### config.mk
export PLATFORM = sky130hd
export DESIGN_NAME = pixel_write_coalescer_flat
export DESIGN_NICKNAME = d
export VERILOG_FILES = /design/src/rtl/pixel_write_coalescer_if.sv /design/src/rtl/pixel_write_coalescer.sv /design/src/flat_wrapper.sv
export SDC_FILE = /design/constraint.sdc
export NUM_CORES = 1
export LEC_CHECK = 0
export BUFFER_PORTS_ARGS = -buffer_cell sky130_fd_sc_hd__clkbuf_2
export CORE_AREA = 2 2 75 70
export CTS_BUF_LIST = sky130_fd_sc_hd__clkbuf_8
export CTS_CLUSTER_DIAMETER = 30
export CTS_CLUSTER_SIZE = 14
export DETAILED_ROUTE_END_ITERATION = 8
export DIE_AREA = 0 0 77 72
export PLACE_DENSITY = 0.85
export SLEW_MARGIN = 20
export SYNTH_ARGS = -nofsm -noshare
export SYNTH_HDL_FRONTEND = slang
export SYNTH_SLANG_ARGS = --single-unit
### constraint.sdc
create_clock -name clk -period 2.86 [get_ports clk]
set_input_delay 0.572 -clock clk [delete_from_list [all_inputs] [get_ports clk]]
set_output_delay 0.572 -clock clk [all_outputs]
set_load 0.005 [all_outputs]
### src/rtl/pixel_write_coalescer_if.sv
// ============================================================================
// Module   : pixel_write_coalescer_if
// Purpose  : Pixel-stream input and Avalon-MM write bus of the coalescer.
// Revision : 1.0 - initial release
// ============================================================================
`timescale 1ns/1ps
`default_nettype none

interface pixel_write_coalescer_if #(
  parameter int BUS_WIDTH   = 32,
  parameter int PIXEL_WIDTH = 16,
  parameter int ADDR_WIDTH  = 19
);
  localparam int c_LANE_BITS  = $clog2(BUS_WIDTH / PIXEL_WIDTH);
  localparam int c_WORD_WIDTH = ADDR_WIDTH - c_LANE_BITS;

  logic                      pixel_valid;
  logic [ADDR_WIDTH-1:0]     pixel_addr;
  logic [PIXEL_WIDTH-1:0]    pixel_color;
  logic                      pixel_ready;
  logic                      avm_write;
  logic [c_WORD_WIDTH-1:0]   avm_address;
  logic [BUS_WIDTH-1:0]      avm_writedata;
  logic [BUS_WIDTH/8-1:0]    avm_byteenable;
  logic                      avm_waitrequest;

  // The coalescer is the Avalon master and the pixel-stream consumer.
  modport master (
    input  pixel_valid, pixel_addr, pixel_color, avm_waitrequest,
    output pixel_ready, avm_write, avm_address, avm_writedata, avm_byteenable
  );

  modport slave (
    output pixel_valid, pixel_addr, pixel_color, avm_waitrequest,
    input  pixel_ready, avm_write, avm_address, avm_writedata, avm_byteenable
  );
endinterface

`default_nettype wire

### src/rtl/pixel_write_coalescer.sv
// ============================================================================
// Module   : pixel_write_coalescer
// Purpose  : Merges same-word pixel writes into one Avalon-MM word write.
//            Optional idle-flush timer enabled by COALESCE_TIMEOUT_EN.
// Revision : 1.0 - initial release
// ============================================================================
`timescale 1ns/1ps
`default_nettype none

module pixel_write_coalescer #(
  parameter int BUS_WIDTH      = 32,
  parameter int PIXEL_WIDTH    = 16,
  parameter int ADDR_WIDTH     = 19,
  parameter int TIMEOUT_CYCLES = 16
) (
  input  wire logic              clk,
  input  wire logic              n_rst,
  input  wire logic              flush,
  output logic                   idle,
  pixel_write_coalescer_if.master bus
);

  localparam int c_PPW        = BUS_WIDTH / PIXEL_WIDTH;
  localparam int c_LANE_BITS  = $clog2(c_PPW);
  localparam int c_LANE_W     = (c_LANE_BITS > 0) ? c_LANE_BITS : 1;
  localparam int c_BPP        = PIXEL_WIDTH / 8;
  localparam int c_BE_WIDTH   = BUS_WIDTH / 8;
  localparam int c_WORD_WIDTH = ADDR_WIDTH - c_LANE_BITS;
  localparam logic [c_BE_WIDTH-1:0] c_FULL_MASK = '1;

  typedef enum logic [1:0] {
    S_EMPTY = 2'd0,
    S_ACCUM = 2'd1,
    S_WRITE = 2'd2
  } state_t;

  state_t                  r_state;
  state_t                  w_next;
  logic [c_WORD_WIDTH-1:0] r_word;
  logic [BUS_WIDTH-1:0]    r_data;
  logic [c_BE_WIDTH-1:0]   r_mask;

  logic [c_WORD_WIDTH-1:0] w_word;
  logic [c_LANE_W-1:0]     w_lane;
  logic [c_BE_WIDTH-1:0]   w_lane_mask;
  logic [c_BE_WIDTH-1:0]   w_merged_mask;
  logic [BUS_WIDTH-1:0]    w_lane_bits;
  logic [BUS_WIDTH-1:0]    w_lane_data;
  logic                    w_same;
  logic                    w_ready;
  logic                    w_load;
  logic                    w_merge;
  logic                    w_done;
  logic                    w_timeout;

  assign w_word = bus.pixel_addr[ADDR_WIDTH-1:c_LANE_BITS];

  generate
    if (c_LANE_BITS > 0) begin : g_lane
      assign w_lane = bus.pixel_addr[c_LANE_W-1:0];
    end else begin : g_single_lane
      assign w_lane = '0;
    end
  endgenerate

  assign w_lane_mask   = c_BE_WIDTH'({c_BPP{1'b1}}) << (w_lane * c_BPP);
  assign w_lane_bits   = BUS_WIDTH'({PIXEL_WIDTH{1'b1}}) << (w_lane * PIXEL_WIDTH);
  assign w_lane_data   = BUS_WIDTH'(bus.pixel_color) << (w_lane * PIXEL_WIDTH);
  assign w_merged_mask = r_mask | w_lane_mask;
  assign w_same        = (w_word == r_word);

  always_comb begin
    w_next  = r_state;
    w_ready = 1'b0;
    w_load  = 1'b0;
    w_merge = 1'b0;
    w_done  = 1'b0;
    case (r_state)
      S_EMPTY: begin
        w_ready = 1'b1;
        if (bus.pixel_valid) begin
          w_load = 1'b1;
          w_next = (c_PPW == 1) ? S_WRITE : S_ACCUM;
        end
      end
      S_ACCUM: begin
        // A different-word pixel is refused and waits for the buffered word to drain.
        w_ready = w_same;
        if (bus.pixel_valid && w_same) begin
          w_merge = 1'b1;
          if ((w_merged_mask == c_FULL_MASK) || flush) begin
            w_next = S_WRITE;
          end
        end else if (bus.pixel_valid || flush || w_timeout) begin
          w_next = S_WRITE;
        end
      end
      S_WRITE: begin
        if (!bus.avm_waitrequest) begin
          w_done = 1'b1;
          w_next = S_EMPTY;
        end
      end
      default: w_next = S_EMPTY;
    endcase
  end

  always_ff @(posedge clk or negedge n_rst) begin
    if (!n_rst) begin
      r_state <= S_EMPTY;
      r_word  <= '0;
      r_data  <= '0;
      r_mask  <= '0;
    end else begin
      r_state <= w_next;
      if (w_load) begin
        r_word <= w_word;
        r_data <= w_lane_data;
        r_mask <= w_lane_mask;
      end else if (w_merge) begin
        r_data <= (r_data & ~w_lane_bits) | w_lane_data;
        r_mask <= w_merged_mask;
      end else if (w_done) begin
        r_mask <= '0;
      end
    end
  end

`ifdef COALESCE_TIMEOUT_EN
  localparam int c_CNT_W = (TIMEOUT_CYCLES > 2) ? $clog2(TIMEOUT_CYCLES) : 1;
  logic [c_CNT_W-1:0] r_cnt;

  // Counts idle ACCUM cycles; restarts on every accepted pixel or state exit.
  always_ff @(posedge clk or negedge n_rst) begin
    if (!n_rst) begin
      r_cnt <= '0;
    end else if ((r_state != S_ACCUM) || w_merge || (w_next != S_ACCUM)) begin
      r_cnt <= '0;
    end else begin
      r_cnt <= r_cnt + 1'b1;
    end
  end

  assign w_timeout = (r_state == S_ACCUM) && (r_cnt == c_CNT_W'(TIMEOUT_CYCLES - 1));
`else
  assign w_timeout = 1'b0;
`endif

  assign bus.pixel_ready    = w_ready;
  assign bus.avm_write      = (r_state == S_WRITE);
  assign bus.avm_address    = r_word;
  assign bus.avm_writedata  = r_data;
  assign bus.avm_byteenable = (r_state == S_WRITE) ? r_mask : '0;
  assign idle               = (r_state == S_EMPTY);

endmodule

`default_nettype wire

### src/flat_wrapper.sv
// flat-port wrapper written by rule: the top's interface ports become plain ports
module pixel_write_coalescer_flat 
#(
  parameter int BUS_WIDTH      = 32,
  parameter int PIXEL_WIDTH    = 16,
  parameter int ADDR_WIDTH     = 19,
  parameter int TIMEOUT_CYCLES = 16
)
  (clk, n_rst, flush, idle, bus_pixel_valid, bus_pixel_addr, bus_pixel_color, bus_avm_waitrequest, bus_pixel_ready, bus_avm_write, bus_avm_address, bus_avm_writedata, bus_avm_byteenable);
  pixel_write_coalescer_if #(.BUS_WIDTH(BUS_WIDTH), .PIXEL_WIDTH(PIXEL_WIDTH), .ADDR_WIDTH(ADDR_WIDTH)) bus_i ();
  input  wire logic clk;
  input  wire logic n_rst;
  input  wire logic flush;
  output logic idle;
  input wire logic [$bits(bus_i.pixel_valid)-1:0] bus_pixel_valid;
  input wire logic [$bits(bus_i.pixel_addr)-1:0] bus_pixel_addr;
  input wire logic [$bits(bus_i.pixel_color)-1:0] bus_pixel_color;
  input wire logic [$bits(bus_i.avm_waitrequest)-1:0] bus_avm_waitrequest;
  output wire logic [$bits(bus_i.pixel_ready)-1:0] bus_pixel_ready;
  output wire logic [$bits(bus_i.avm_write)-1:0] bus_avm_write;
  output wire logic [$bits(bus_i.avm_address)-1:0] bus_avm_address;
  output wire logic [$bits(bus_i.avm_writedata)-1:0] bus_avm_writedata;
  output wire logic [$bits(bus_i.avm_byteenable)-1:0] bus_avm_byteenable;
  assign bus_i.pixel_valid = bus_pixel_valid;
  assign bus_i.pixel_addr = bus_pixel_addr;
  assign bus_i.pixel_color = bus_pixel_color;
  assign bus_i.avm_waitrequest = bus_avm_waitrequest;
  assign bus_pixel_ready = bus_i.pixel_ready;
  assign bus_avm_write = bus_i.avm_write;
  assign bus_avm_address = bus_i.avm_address;
  assign bus_avm_writedata = bus_i.avm_writedata;
  assign bus_avm_byteenable = bus_i.avm_byteenable;
  pixel_write_coalescer #(.BUS_WIDTH(BUS_WIDTH), .PIXEL_WIDTH(PIXEL_WIDTH), .ADDR_WIDTH(ADDR_WIDTH), .TIMEOUT_CYCLES(TIMEOUT_CYCLES)) u_core (.clk(clk), .n_rst(n_rst), .flush(flush), .idle(idle), .bus(bus_i));
endmodule
* After elaboration in Yosys (flattened, before gate mapping)
Index checks and enable logic that the tools add are counted.
Cells by class: reductions and logical operators 7, eq/ne operators 8, bitwise operators 4, mux-type cells 19, shifts and indexed selects 3
Operators by type and width (number):
- $mux 32 | 2
- $and 32x32->32 | 1
- $not 32->32 | 1
- $or 32x32->32 | 1
- $shl 16x5->32 | 1
- $shl 16x5->32 const A | 1
- $eq 18x18->1 | 1
- $mux 4 | 4
- $mux 2 | 5
- $mux 1 | 6
- $pmux 2 s3 | 1
- $eq 4x4->1 const B | 1
- $or 4x4->4 | 1
- $reduce_and 4->1 | 1
- $shl 2x2->4 const A | 1
- $ne 3x1->1 const B | 1
- $ne 3x3->1 const B | 1
- $reduce_bool 3->1 | 1
- $eq 2x1->1 const B | 1
- $eq 2x2->1 const B | 1
- $logic_not 2->1 | 1
- $logic_or 1x1->1 | 2
- $ne 2x1->1 const B | 1
- $ne 2x2->1 const B | 1
- 3 further kinds | 3
Word-level totals: word-level logic and storage cells 45, input port bits 40, register bits after elaboration 56

* Logic depth before layout (Yosys ltp)
depth after elaboration 7, gate-level depth with buffers 7, gate-level depth less buffers 5

* Least setup slack after synthesis
No wires, ideal clock.
path type input-to-reg, from in bus_pixel_addr[14], to reg with a tool-made name, cell stages on the path 7, setup time 0.121 ns, setup slack 0.813 ns, path buffers 2, arrival 1.926 ns, cell sequence xor2_1 > nor4_2 > nand3_2 > or2_1 > buf_6 > buf_8 > a32o_2
RTL lines:
- start, declared | line flat_wrapper.sv:16 | input wire logic [$bits(bus_i.pixel_addr)-1:0] bus_pixel_addr;

* Worst setup path in the final report
from reg u_core.r_word[7], in the netlist u_core.bus.avm_address[7], to out bus_pixel_ready
Between the ends: longest elaborated chain between the ends 2
Ends and longest elaborated chain:
- start, declared | line pixel_write_coalescer.sv:39 | logic [c_WORD_WIDTH-1:0] r_word;
- start signal, assigned | line pixel_write_coalescer.sv:117 | r_word <= w_word;
- $eq 18x18->1 | line pixel_write_coalescer.sv:70 | assign w_same = (w_word == r_word);
- $pmux 1 s2 | line pixel_write_coalescer.sv:78 | case (r_state)
- end, declared | line flat_wrapper.sv:19 | output wire logic [$bits(bus_i.pixel_ready)-1:0] bus_pixel_ready;
Every way passes these cells.

==> summary.txt <==
Routing
  – Wirelength per Cell: approximately 15 um
  – Via count: 1994
  – Iter 0 DRT Violations: ~180
  – Pre-Repair DR Iteration Count: 5
  – Post-route DRC violation count: 0
  – Detailed Route WL: 5640 um
  – Drt via density: 5.29
  – Final ANT Viol Nets: 0

Floorplan
  – Full die area: roughly 5500 sq um
  – Ports: 97
  – Die Span Y: 72 um
  – # rows: 24
  – Die width: 77 um
  – Core area: 4740 sq um
  – Initial Utilization: 52.2%

Clock tree
  – Clock buffer depth: 2
  – Worst-path clk slew: 100 ps
  – Root Driver: clkbuf_8
  – Clk Latency, worst-skew pair: 300 ps
  – Hold Buf Count CTS: 0
  – Clock sink total: 56
  – CTS tree: built
  – H-tree depth: 2
  – PostCTS Resize Cnt: 0
  – Postcts setup bufs: 0
  – Num CTS Buffers: 5

Final layout
  – FF+latch area: around 1400 sq um
  – Share of cells above drive strength 1: 41.0%
  – Layout fillers: 432
  – Area occupied by multi-input gates: 982 sq um
  – Ant diodes: 0
  – P&R area growth vs syn: 25.0%
  – Post-layout nets: 351
  – Layout Utilization: 65.2%

Synth
  – Synth warn: 0
  – Synth cell types: 31
  – Register bit total from synthesis: 56
  – EDFF count, synth: 0
  – Ys flop type: dfrtp_1
  – Synth async-reset ratio: 100%
  – Syn avg cell area: approximately 11 sq um
  – Area of the mapped netlist: 2480 sq um
  – Register area share after synthesis: 56.6%
  – Syn Nets: around 260
  – Mapped Cells: ~220

Setup path
  – CP Max Fanout: 7
  – CP startpoint kind: register
  – Crit path max-delay family: simple AND/OR/NAND/NOR gates
  – Buffers plus inverters on the worst setup path: 1
  – Crit path DAT: 1910 ps
  – Cells along the critical path: xor2_1, nor4_2, nand3_2, o21a_1, nor2_1, clkbuf_2
  – WP data required: 2290 ps
  – Kind of critical path: register to primary output
  – Critical-path top delay cell: dfrtp_1
  – Max stage delay on crit path: 420 ps
  – Critical Path Sink Type: primary output

Global route
  – Antenna violations before repair: 0
  – Global-route usage over all layers: between 20 and 25%
  – Largest net degree at the start of global routing: 35
  – Total global routing overflow: 0
  – Vias in the first global route: 1900
  – Global-route wire length before repair: roughly 9000 um

STA
  – Crit share post-route: 86.8%
  – Slew @ Worst Pin: 626 ps
  – TNS Setup: 0 ps
  – Relative slew slack: 58.1%
  – Min Tclk post-route: ~2500 ps
  – Final Max Slew Viols: 0
  – Fmax achieved: 403 MHz
  – Endpoints failing setup: 0
  – Final Hold Viols: 0
  – Smallest hold slack: 258 ps
  – RSZ-0062 raised after global routing: no
  – Clock skew: ~8.3 ps

Pwr
  – Switch share: 36.1%
  – Switching Power: around 0.0011 W
  – Seq pwr share: 46.3%
  – Lkg Pwr: roughly 1.7 nW
  – Clk pwr share: ~14%
  – Combinational share of power: 40.2%
  – Peak VDD IR: 0.511 mV
  – Final Power: 0.00313 W
  – PwrDens: about 1000 nW/um^2
  – Internal Pwr Total: between 0.002 and 0.0025 W

Min path
  – Hold Path Class: input pin to async pin

Outcome
  – Status: completed

Placed design
  – DP HPWL: 4230 um
  – Buffers on Ports: 96
  – Routability congestion estimate: about 0.86

Job
  – Maxcap violations: 0
-- through the flow --
step / instance area (sq um) / cells / setup slack [ps]
after floorplan: 2480 / 216 / 813
after global placement: 3010 / 369 / 470
after detailed placement: 3010 / 369 / 442
after CTS: 3090 / 377 / 348
after global routing: 3090 / 377 / 216
final: 3090 / 377 / 377
-- placed cells by master, fill, tap and decap left out, types with 2 or more instances in the layout --
cell type and n:
clkbuf_2 96, nand2_1 59, dfrtp_1 56, a32o_1 22, xor2_1 18, a32o_2 10, and2_1 5, clkbuf_8 5
buf_4 5, nor2_1 4, nor4_2 4, a21o_1 4, o21ai_2 2, nand3_1 2, or2_1 2, clkinv_2 2
-- power groups by stage --
stage	clock, W	sequential (W)	combinational, W
finish	0.000422	0.00145	0.00126
global route	0.000462	0.00150	0.00140
CTS	0.000432	0.00145	0.00129
floorplan	0	0.00145	0.000674
global placement	0	0.00145	0.00124
detailed placement	0	0.00147	0.00129
-- path summary, 6_finish.rpt --
| path | from | endpoint | slack, ps | cells past startpoint |
|---|---|---|---|---|
| setup / recovery | u_core.bus.avm_address[7]$_DFFE_PN0P_ | bus_pixel_ready | 380 | 6 |
| hold / removal | n_rst | u_core.bus.avm_address[7]$_DFFE_PN0P_ | 260 | 1 |
| setup reg to reg | u_core.bus.avm_address[7]$_DFFE_PN0P_ | register | 760 | 5 |
| hold reg to reg | u_core.r_mask[3]$_DFFE_PN0P_ | u_core.r_mask[3]$_DFFE_PN0P_ | 500 | 1 |
| max in group asynchronous | n_rst | u_core.bus.avm_address[2]$_DFFE_PN0P_ | 1940 | 2 |
| min in group clk | flush | u_core.r_state[0]$_DFFE_PN0P_ | 470 | 2 |
-- logic make-up (layout without fill, tap and decap cells) --
logic type	Yosys count	count (layout)	share of synthesized area, %
buf+inv	15	111	3.74
xor+xnor	18	18	6.37
flops	56	56	56.6
simple gates	83	83	15.9
compound gates	44	44	17.4
-- cell type report --
class / count / area share [%]
timing repair buffer: 102 / 17.4
tap: 65 / 2.63
multi-input combinational: 145 / 31.7
inverter: 1 / 0.121
clock inverter: 3 / 0.607
clock buffer: 5 / 2.22
sequential: 56 / 45.3
-- synthesized netlist by cell type (2+ instances only) --
cell	n	area share, %
nand2_1	59	8.9
dfrtp_1	56	57
a32o_1	22	8.9
xor2_1	18	6.4
a32o_2	10	4.5
clkbuf_1	7	1.1
and2_1	5	1.3
a21o_1	4	1.2
nor2_1	4	0.61
nor4_2	4	2.0
buf_6	3	1.4
buf_2	2	0.40
nand3_1	2	0.40
o21ai_2	2	0.71
or2_1	2	0.51
-- worst reg2reg max path: cells and delay by family, from the launching register on --
family | cells | cell delay, ps
and+or+nand+nor | 3 | 1050
DFF | 1 | 420
xor gates and xnor gates | 1 | 180
AOI/OAI and AO/OA | 1 | 360
-- metal layers --
metal | GRT usage, % | vias up | wire [um]
li1 | - | 961 | -
met1 | 28.1 | 974 | 2440
met2 | 34.4 | 50 | 2830
met3 | 3.98 | 9 | 275
met4 | 6.94 | 0 | 92
met5 | 0 | - | 0
(Power assumes the default switching activity.)
